**src/rtl/keypad_pkg.sv**
```systemverilog
// Shared types and key decode for the 4x4 keypad entry block.
package keypad_pkg;

  typedef enum logic [1:0] {
    ST_IDLE,
    ST_DEBOUNCE,
    ST_HELD,
    ST_RELEASE
  } key_state_t;

  typedef enum logic [1:0] {
    FRAME_NONE,
    FRAME_SINGLE,
    FRAME_MULTI
  } frame_class_t;

  // Keypad position {row, col} to hex nibble; '*' reads as E and '#' as F.
  function automatic logic [3:0] key_map(input logic [1:0] r, input logic [1:0] c);
    logic [3:0] nib;
    nib = '0;
    case ({r, c})
      4'h0: nib = 4'h1;
      4'h1: nib = 4'h2;
      4'h2: nib = 4'h3;
      4'h3: nib = 4'hA;
      4'h4: nib = 4'h4;
      4'h5: nib = 4'h5;
      4'h6: nib = 4'h6;
      4'h7: nib = 4'hB;
      4'h8: nib = 4'h7;
      4'h9: nib = 4'h8;
      4'hA: nib = 4'h9;
      4'hB: nib = 4'hC;
      4'hC: nib = 4'hE;
      4'hD: nib = 4'h0;
      4'hE: nib = 4'hF;
      4'hF: nib = 4'hD;
      default: nib = '0;
    endcase
    return nib;
  endfunction

endpackage

```
**src/rtl/keypad_scan.sv**
```systemverilog
// Row scanner, column synchronizer and per-frame press classifier.
module keypad_scan
  import keypad_pkg::*;
#(
  parameter int unsigned SCAN_DIV = 100000
) (
  input  logic         clk,
  input  logic         rst,
  input  logic [3:0]   col,
  output logic [3:0]   row,
  output logic         frame_done,
  output frame_class_t frame_class,
  output logic [1:0]   frame_r,
  output logic [1:0]   frame_c
);

  localparam int unsigned DWELL_W = (SCAN_DIV > 2) ? $clog2(SCAN_DIV) : 1;
  localparam logic [DWELL_W-1:0] DWELL_LAST = DWELL_W'(SCAN_DIV - 1);

  logic [DWELL_W-1:0] dwell;
  logic [1:0]         row_idx;
  logic [3:0]         col_meta;
  logic [3:0]         col_sync;
  logic               sample;

  // Low-bit tally so far this frame: 0, 1 (position in acc_r/acc_c) or 2 meaning two or more.
  logic [1:0] acc_cnt;
  logic [1:0] acc_r;
  logic [1:0] acc_c;

  logic [2:0] low_cnt;
  logic [1:0] low_pos;
  logic [1:0] tot_cnt;
  logic [1:0] nxt_r;
  logic [1:0] nxt_c;

  assign row    = ~(4'b0001 << row_idx);
  assign sample = (dwell == DWELL_LAST);

  // Two-flop synchronizer; idle (pulled-up) columns read as ones.
  always_ff @(posedge clk or posedge rst) begin
    if (rst) begin
      col_meta <= '1;
      col_sync <= '1;
    end else begin
      col_meta <= col;
      col_sync <= col_meta;
    end
  end

  // Dwell counter and row index; the row advances on its last dwell cycle.
  always_ff @(posedge clk or posedge rst) begin
    if (rst) begin
      dwell   <= '0;
      row_idx <= '0;
    end else if (sample) begin
      dwell   <= '0;
      row_idx <= row_idx + 2'd1;
    end else begin
      dwell   <= dwell + DWELL_W'(1);
    end
  end

  // Fold the current row sample into the running frame tally.
  always_comb begin
    low_cnt = '0;
    low_pos = '0;
    for (int unsigned i = 0; i < 4; i++) begin
      if (!col_sync[i]) begin
        low_cnt = low_cnt + 3'd1;
        low_pos = 2'(i);
      end
    end
    tot_cnt = acc_cnt;
    nxt_r   = acc_r;
    nxt_c   = acc_c;
    if (low_cnt >= 3'd2 || (low_cnt == 3'd1 && acc_cnt != 2'd0)) begin
      tot_cnt = 2'd2;
    end else if (low_cnt == 3'd1) begin
      tot_cnt = 2'd1;
      nxt_r   = row_idx;
      nxt_c   = low_pos;
    end
  end

  // Accumulate row samples; publish the frame class on the row-3 sample.
  always_ff @(posedge clk or posedge rst) begin
    if (rst) begin
      acc_cnt     <= '0;
      acc_r       <= '0;
      acc_c       <= '0;
      frame_done  <= 1'b0;
      frame_class <= FRAME_NONE;
      frame_r     <= '0;
      frame_c     <= '0;
    end else begin
      frame_done <= 1'b0;
      if (sample) begin
        if (row_idx == 2'd3) begin
          frame_done <= 1'b1;
          frame_r    <= nxt_r;
          frame_c    <= nxt_c;
          acc_cnt    <= '0;
          case (tot_cnt)
            2'd0:    frame_class <= FRAME_NONE;
            2'd1:    frame_class <= FRAME_SINGLE;
            default: frame_class <= FRAME_MULTI;
          endcase
        end else begin
          acc_cnt <= tot_cnt;
          acc_r   <= nxt_r;
          acc_c   <= nxt_c;
        end
      end
    end
  end

endmodule

```
**src/rtl/keypad_entry.sv**
```systemverilog
// Keypad press debouncer and two-nibble entry shift register.
module keypad_entry
  import keypad_pkg::*;
#(
  parameter int unsigned SCAN_DIV       = 100000,
  parameter int unsigned DEBOUNCE_SCANS = 4
) (
  input  logic       clk,
  input  logic       rst,
  input  logic [3:0] col,
  output logic [3:0] row,
  output logic [3:0] key_code,
  output logic       key_strobe,
  output logic       key_held,
  output logic [7:0] entry
);

  localparam int unsigned CNT_W = $clog2(DEBOUNCE_SCANS + 1);
  localparam logic [CNT_W-1:0] CNT_ONE  = CNT_W'(1);
  localparam logic [CNT_W-1:0] CNT_DONE = CNT_W'(DEBOUNCE_SCANS);

  logic         frame_done;
  frame_class_t frame_class;
  logic [1:0]   frame_r;
  logic [1:0]   frame_c;

  key_state_t       state, state_n;
  logic [3:0]       cand, cand_n;
  logic [CNT_W-1:0] cnt, cnt_n, cnt_inc;
  logic [3:0]       code_n;
  logic [7:0]       entry_n;
  logic             held_n;
  logic             accept;
  logic             release_key;
  logic             frame_single;
  logic             frame_none;

  keypad_scan #(
    .SCAN_DIV(SCAN_DIV)
  ) u_scan (
    .clk        (clk),
    .rst        (rst),
    .col        (col),
    .row        (row),
    .frame_done (frame_done),
    .frame_class(frame_class),
    .frame_r    (frame_r),
    .frame_c    (frame_c)
  );

  assign frame_single = (frame_class == FRAME_SINGLE);
  assign frame_none   = (frame_class == FRAME_NONE);

  // State, candidate, counter and output registers.
  always_ff @(posedge clk or posedge rst) begin
    if (rst) begin
      state      <= ST_IDLE;
      cand       <= '0;
      cnt        <= '0;
      key_code   <= '0;
      entry      <= '0;
      key_strobe <= 1'b0;
      key_held   <= 1'b0;
    end else begin
      state      <= state_n;
      cand       <= cand_n;
      cnt        <= cnt_n;
      key_code   <= code_n;
      entry      <= entry_n;
      key_strobe <= accept;
      key_held   <= held_n;
    end
  end

  // Per-frame debounce decisions; accept and release drive the output updates.
  always_comb begin
    state_n     = state;
    cand_n      = cand;
    cnt_n       = cnt;
    accept      = 1'b0;
    release_key = 1'b0;
    cnt_inc     = cnt + CNT_ONE;
    if (frame_done) begin
      case (state)
        ST_IDLE: begin
          if (frame_single) begin
            cand_n = {frame_r, frame_c};
            if (DEBOUNCE_SCANS == 1) begin
              accept  = 1'b1;
              state_n = ST_HELD;
              cnt_n   = '0;
            end else begin
              state_n = ST_DEBOUNCE;
              cnt_n   = CNT_ONE;
            end
          end
        end
        ST_DEBOUNCE: begin
          if (frame_single) begin
            if ({frame_r, frame_c} == cand) begin
              if (cnt_inc == CNT_DONE) begin
                accept  = 1'b1;
                state_n = ST_HELD;
                cnt_n   = '0;
              end else begin
                cnt_n = cnt_inc;
              end
            end else begin
              cand_n = {frame_r, frame_c};
              cnt_n  = CNT_ONE;
            end
          end else begin
            state_n = ST_IDLE;
            cnt_n   = '0;
          end
        end
        ST_HELD: begin
          if (frame_none) begin
            if (DEBOUNCE_SCANS == 1) begin
              state_n     = ST_IDLE;
              release_key = 1'b1;
              cnt_n       = '0;
            end else begin
              state_n = ST_RELEASE;
              cnt_n   = CNT_ONE;
            end
          end
        end
        ST_RELEASE: begin
          if (frame_none) begin
            if (cnt_inc == CNT_DONE) begin
              state_n     = ST_IDLE;
              release_key = 1'b1;
              cnt_n       = '0;
            end else begin
              cnt_n = cnt_inc;
            end
          end else begin
            state_n = ST_HELD;
            cnt_n   = '0;
          end
        end
        default: begin
          state_n = ST_IDLE;
          cnt_n   = '0;
        end
      endcase
    end
  end

  // Accepted key updates code and entry; held tracks accept/release.
  always_comb begin
    code_n  = accept ? key_map(frame_r, frame_c) : key_code;
    entry_n = accept ? {entry[3:0], code_n} : entry;
    held_n  = key_held;
    if (accept) begin
      held_n = 1'b1;
    end else if (release_key) begin
      held_n = 1'b0;
    end
  end

endmodule

```
**config.mk**
```make
export PLATFORM = sky130hd
export DESIGN_NAME = keypad_entry
export DESIGN_NICKNAME = d
export VERILOG_FILES = /design/src/rtl/keypad_pkg.sv /design/src/rtl/keypad_scan.sv /design/src/rtl/keypad_entry.sv
export SDC_FILE = /design/constraint.sdc
export NUM_CORES = 1
export LEC_CHECK = 0
export BUFFER_PORTS_ARGS = -buffer_cell sky130_fd_sc_hd__buf_2
export CAP_MARGIN = 20
export CELL_PAD_IN_SITES_DETAIL_PLACEMENT = 2
export CELL_PAD_IN_SITES_GLOBAL_PLACEMENT = 2
export CORE_MARGIN = 2
export CORE_UTILIZATION = 30
export CTS_CLUSTER_DIAMETER = 200
export DETAILED_ROUTE_END_ITERATION = 12
export PLACE_DENSITY_LB_ADDON = 0.1
export RECOVER_POWER = 100
export SLEW_MARGIN = 20
export SYNTH_ARGS = -nofsm -noshare
export SYNTH_HDL_FRONTEND = slang
export SYNTH_SLANG_ARGS = --single-unit
```
**constraint.sdc**
```tcl
create_clock -name clk -period 2.3 [get_ports clk]
set_input_delay 0 -clock clk [delete_from_list [all_inputs] [get_ports clk]]
set_output_delay 0 -clock clk [all_outputs]
set_load 0.01 [all_outputs]
```
-- Word-level counts from Yosys, hierarchy flattened
Memories as Yosys holds them, arrays and structs flattened.
Cells that the tools add are included.
- register bits after elaboration: 63
- bits in latches: 0
- bits in writable memories: 0
- memory bits (read-only): 64
- bits of input ports: 6
- output and inout bits: 18
- logic and storage cells: 107
- memories kept: 1
- memory list (memory ; words ; bits a word ; read ports ; clocked after Yosys merged registers in ; write ports ; line ; source):
    (name not given) ; 16 ; 4 ; 1 ; 0 ; 0 ; keypad_pkg.sv:21 ; case ({r, c})
- add/subtract/negate cells: 6
- multiply operators: 0
- div/mod/pow operators: 0
- magnitude comparators: 1
- equal/unequal tests: 17
- shift-type cells: 1
- muxes and demuxes: 48
- bitwise operators: 2
- reduce and logical (&&, ||, !) cells: 13
- operator list (kind ; count):
    $mux 2 ; 16
    $mux 3 ; 9
    $add 17x1->17 const B ; 1
    $eq 17x17->1 const B ; 1
    $mux 17 ; 1
    $mux 4 ; 4
    $mux 1 ; 14
    $pmux 3 s4 ; 1
    $add 3x1->3 const B ; 3
    $ne 3x3->1 const B ; 3
    $ne 2x2->1 const B ; 4
    $pmux 2 s4 ; 1
    $pmux 4 s2 ; 1
    $eq 2x1->1 const B ; 3
    $eq 2x2->1 const B ; 3
    $logic_not 2->1 ; 3
    $reduce_and 6->1 ; 1
    $reduce_bool 2->1 ; 3
    $reduce_and 5->1 ; 1
    $eq 4x4->1 ; 1
    $not 4->4 ; 1
    $pmux 2 s2 ; 1
    $reduce_and 2->1 ; 2
    $shl 1x2->4 const A ; 1
    9 further kinds ; 9

-- Longest topological paths before layout
- depth in word-level cells: 13
- mapped depth: 7
- gate-level depth less buffers: 7

-- Modules after synthesis
A second synthesis with hierarchy kept.
- cells, all modules: 301
- area, all modules: 3235.6 µm²
- modules (own cells, without submodules) (module ; instances ; cells an instance ; area an instance (µm²) ; sequential area each (µm²)):
    keypad_scan ; 1 ; 178 ; 1996.9 ; 1011.0
    keypad_entry ; 1 ; 123 ; 1238.7 ; 575.6

-- Worst setup path after synthesis
No wires, ideal clock.
- kind: flip-flop to flip-flop
- from: register u_scan.col_sync[1]
- to: register u_scan.acc_c[0]
- library setup time: 0.125 ns
- data arrival time: 2.409 ns
- required time: 2.175 ns
- setup slack: -0.234 ns
- cell stages (with the launch flop): 8
- path buffers: 0
- period minus slack after synthesis: 2.534 ns
- path through: dfstp_2 > inv_1 > ha_1 > xnor3_2 > nor3_4 > nand4_4 > or3_4 > mux2_4
- cells in the longest elaborated chain, start to end: 9
- elaborated cells on any way between the ends: 14
- classes of those cells: add/sub: 2; order compare: 1; eq/ne: 1; mux: 8; reduce/logical: 2
- ends and longest elaborated chain (item ; line ; source):
    from (decl) ; keypad_scan.sv:23 ; logic [3:0] col_sync;
    from (signal assigned) ; keypad_scan.sv:47 ; col_sync <= col_meta;
    parallel branches: the longest is 8 deep, another holds $add 3x1->3 ; - ;
    $mux 2 (*) ; keypad_scan.sv:77 ; if (low_cnt >= 3'd2 || (low_cnt == 3'd1 && acc_cnt != 2'd0)) begin
    to (signal assigned) ; keypad_scan.sv:112 ; acc_c <= nxt_c;
    to (decl) ; keypad_scan.sv:29 ; logic [1:0] acc_c;
Mark *: on every way between the ends.
A chain may end at the register's enable or synchronous reset.

-- Final worst setup path
- from: register u_scan.col_sync[0]
- to: register u_scan.acc_r[1]
- cells in the longest elaborated chain, start to end: 11
- elaborated cells on any way between the ends: 13
- classes of those cells: add/sub: 3; order compare: 1; eq/ne: 1; mux: 6; reduce/logical: 2
- ends and longest elaborated chain (item ; line ; source):
    $mux 1 (*) ; keypad_scan.sv:69 ; if (!col_sync[i]) begin
    $add 1x1->2 ; keypad_scan.sv:70 ; low_cnt = low_cnt + 3'd1;
    $mux 3 (*) ; keypad_scan.sv:69 ;
    $add 3x1->3 ; keypad_scan.sv:70 ;
    $mux 3 (*) ; keypad_scan.sv:69 ;
    $add 3x1->3 ; keypad_scan.sv:70 ;
    $mux 3 (*) ; keypad_scan.sv:69 ;
    parallel branches: the longest is 3 deep, another holds $ge 3x2->1 ; - ;
    $mux 2 (*) ; keypad_scan.sv:77 ;
    to (signal assigned) ; keypad_scan.sv:111 ; acc_r <= nxt_r;
    to (decl) ; keypad_scan.sv:28 ; logic [1:0] acc_r;
Marks and branches as above.

==> flow_summary.yaml <==
global_route:
  gr-usage-met3_pct: 2.82
  grt_pass1_vias: 2377
  grt_max_degree: 64
  antenna_found_initial: 0
  track_usage_pct: 13.3
  use_met1_pct: 17.3
  grtUsageMet2_pct: 21.4
  grt_pass1_wl_um: 11900
  gr-total-overflow: 0
  busiest_layer: "met2"
cells_and_area:
  regArea_mm2: 0.00159
  final_area_mm2: 0.00370
  nets: 347
  multi_input_area_mm2: 0.00149
  syn_to_final_growth_pct: 17.8
  post-route-util_pct: 36.2
  antenna_cells: 0
  fillers: 1110
  drive_gt1_share_pct: 21.3
clock_network:
  clock_latency_ns: 0.34
  clk_pin_slew_ns: 0.06
  cts_sinks: 63
  cts_buffers: 9
  htree_levels: 3
  cts_buffer_depth: 2
  cts_tree: "done"
  clock-root-buffer: "clkbuf_8"
critical_path:
  cp_data_required_time_ns: 2.52
  critPathKind: "reg2reg"
  critical_path.max_fanout: 4
  reg2reg_to: "u_scan.acc_r[1]"
  critPathLaunch: "u_scan.col_sync[0]"
  endpoint_kind: "flop"
  crit_path_top_delay_cell: "dfstp_2"
  worstPathArrival_ns: 2.45
  crit_path_cell_trace: "inv_2 -> ha_4 -> xnor3_2 -> nor3_4 -> nand4_4 -> or3_4 -> mux2_4"
  slowest_delay_ns: 0.54
  rr_worst_depth: 7
  r2r_slack_ns: 0.07
  critPathLaunchType: "flop"
  timing.rr.start: "u_scan.col_sync[0]"
die:
  fp.dieH_um: 106
  rows: 37
  coreArea_mm2: 0.0102
  die_area_mm2: 0.0113
  ios: 24
  die-width_um: 106
  start_util_pct: 30.7
place:
  routabilityCongestion: 0.710
  place_area_mm2: 0.00352
  io_buffers: 23
  dp_hpwl_um: 4650
timing:
  slew_viol_final: 64
  rsz0062_at_grt: "true"
  period_needed_ns: 2.23
  fmax_mhz: 448
  slew_headroom_pct: -5.89
  tightest_slew_ns: 1.59
  setup_viol: 0
  hold_viol_final: 0
  fin_skew_ns: 0.00969
  fin_crit_sh_pct: 97.0
routing:
  antenna_left: 0
  viasPerCell: 4.75
  num_vias: 2203
  routed_wl_um: 6690
  drc_errors: 0
  drt_pass1_iterations: 3
  dr.first_iter.drc_count: 70
  drt-wirelength-per-cell_um: 14.4
flow_run:
  cap_violations: 1
synthesis:
  yosys_warnings: 0
  syn_nets: 297
  syn_inst: 275
  syn_avg_cell_area_um2: 11.4
  ys_types: 45
  synth_edf_count: 0
  synth_flop_cell: "dfrtp_1"
  ys_seq_area_share_pct: 50.5
  ys_async_sr_fraction_pct: 100
  ys_seq_elements: 63
  syn_area_mm2: 0.00314
pwr:
  p_leak_nw: 1.72
  p_per_area_mw_per_mm2: 571
  ir_drop_v: 0.000242
  p_total_mw: 2.12
hold_path:
  hold_path_class: "in2reg"
  worstHoldEndpoint: "u_scan.col_meta[0]"
  min_from: "col[0]"
  min_path_cells: 2
outcome:
  violations: "capacitance limit, slew limit"
  status: "complete, but fails checks"
==> logic make-up (layout without fill, tap and decap cells) <==
family,after synthesis,in the layout,synth area share (%)
DFF,63,63,50.5
AOI/OAI and AO/OA,28,28,5.49
buffers and inverters,18,71,2.39
xor gates and xnor gates,24,24,7.16
muxes,28,28,10.7
and+or+nand+nor,98,98,17.5
adders and majority gates,16,16,6.37
==> registers in the layout, summed over array words and instances (netlist names) <==
name and cells:
u_scan.acc_c 2, cnt 3, state 2, u_scan.frame_class 2
u_scan.acc_cnt 2, u_scan.dwell 17, u_scan.frame_r 2, u_scan.row_idx 2
u_scan.frame_c 2, u_scan.acc_r 2, key_code 4, key_strobe 1
u_scan.frame_done 1, key_held 1, u_scan.col_meta 4, cand 4
entry 8, u_scan.col_sync 4
==> power breakdown <==
part	internal (mW)	switching [mW]	total [mW]
sequential	1.12	0.00590	1.13
clock	0.438	0.414	0.852
combinational	0.0662	0.0710	0.137
total	1.62	0.491	2.12
==> area by class of cell <==
class,instances,share of cell area (%)
clock inverters,1,0.135
inverters,13,1.32
flip-flops and latches,63,42.8
clock buffers,13,4.29
repair buffers,44,6.69
multi-input cells,194,40.1
well taps,136,4.59
==> through the flow <==
step / hold WS [ns] / std cells / setup slack, ns / setup TNS [ns]
final: 0.317 / 464 / 0.0681 / 0
after global routing: 0.314 / 464 / -0.0137 / -0.0356
after CTS: 0.286 / 464 / 0.00186 / 0
after detailed placement: 0.0990 / 441 / -0.00684 / -0.0155
after global placement: 0.0990 / 441 / 0.0305 / 0
after floorplan: 0.00448 / 275 / -0.0263 / -0.105
==> what timing repair did <==
| item | 4_1_cts | 5_1_grt |
|---|---|---|
| pin swaps | 3 | 1 |
| setup endpoints to repair | 4 | 4 |
| hold endpoints to repair | 59 | 0 |
| hold buffers | 5 | 0 |
| buffers inserted | 4 | 0 |
| resized for setup | 0 | 1 |
==> synthesized netlist by cell type (all sizes together) (10+ instances only) <==
library cell,number,area (um^2)
dfrtp,55,1380
nor2,26,97.6
nand2,21,78.8
mux2,19,229
ha,16,200
inv,13,48.8
xnor2,12,105
o21ai,11,55.1
xor2,11,96.3
nand3,10,50.1
==> cells in the final DEF, fill, tap and decap left out, drive strengths merged, types with 2 or more instances in the layout <==
cell type and count:
nor2b 4, nor2 26, dfrtp 55, dlygate4sd3 5, mux2i 8, inv 13, clkbuf 35, nand2b 3
a21oi 6, nand2 21, mux2 19, o21ai 11, ha 16, nand4bb 3, dfstp 8, and3 3
xnor2 12, o31a 2, o21a 4, xor2 11, nor3 8, nand3 10, nand4 8, nor4 4
buf 17
==> worst max-delay path by stage <==
stage / end / slack [ns] / depth (start not counted)
6_report: u_scan.acc_r[1] / 0.07 / 7
5_1_grt: u_scan.acc_c[0] / -0.01 / 7
4_1_cts: u_scan.acc_r[1] / 0.002 / 7
3_5_place_dp: u_scan.acc_c[0] / -0.007 / 7
3_3_place_gp: u_scan.acc_r[0] / 0.03 / 7
2_1_floorplan: u_scan.acc_c[0] / -0.03 / 7
==> metal layers <==
layer / wire length (um) / part of all wire, %
met2: 3140 / 47
met3: 184 / 2.7
met4: 128 / 1.9
met1: 3240 / 48
met5: 0 / 0
==> worst max-delay path: cells and delay by family, from the launching register on <==
family / cells / cell delay (ns)
adders and majority gates: 1 / 0.28
muxes: 1 / 0.31
buffers and inverters: 1 / 0.05
DFF: 1 / 0.54
and+or+nand+nor: 3 / 0.67
xor gates and xnor gates: 1 / 0.28
(Power assumes the default switching activity.)
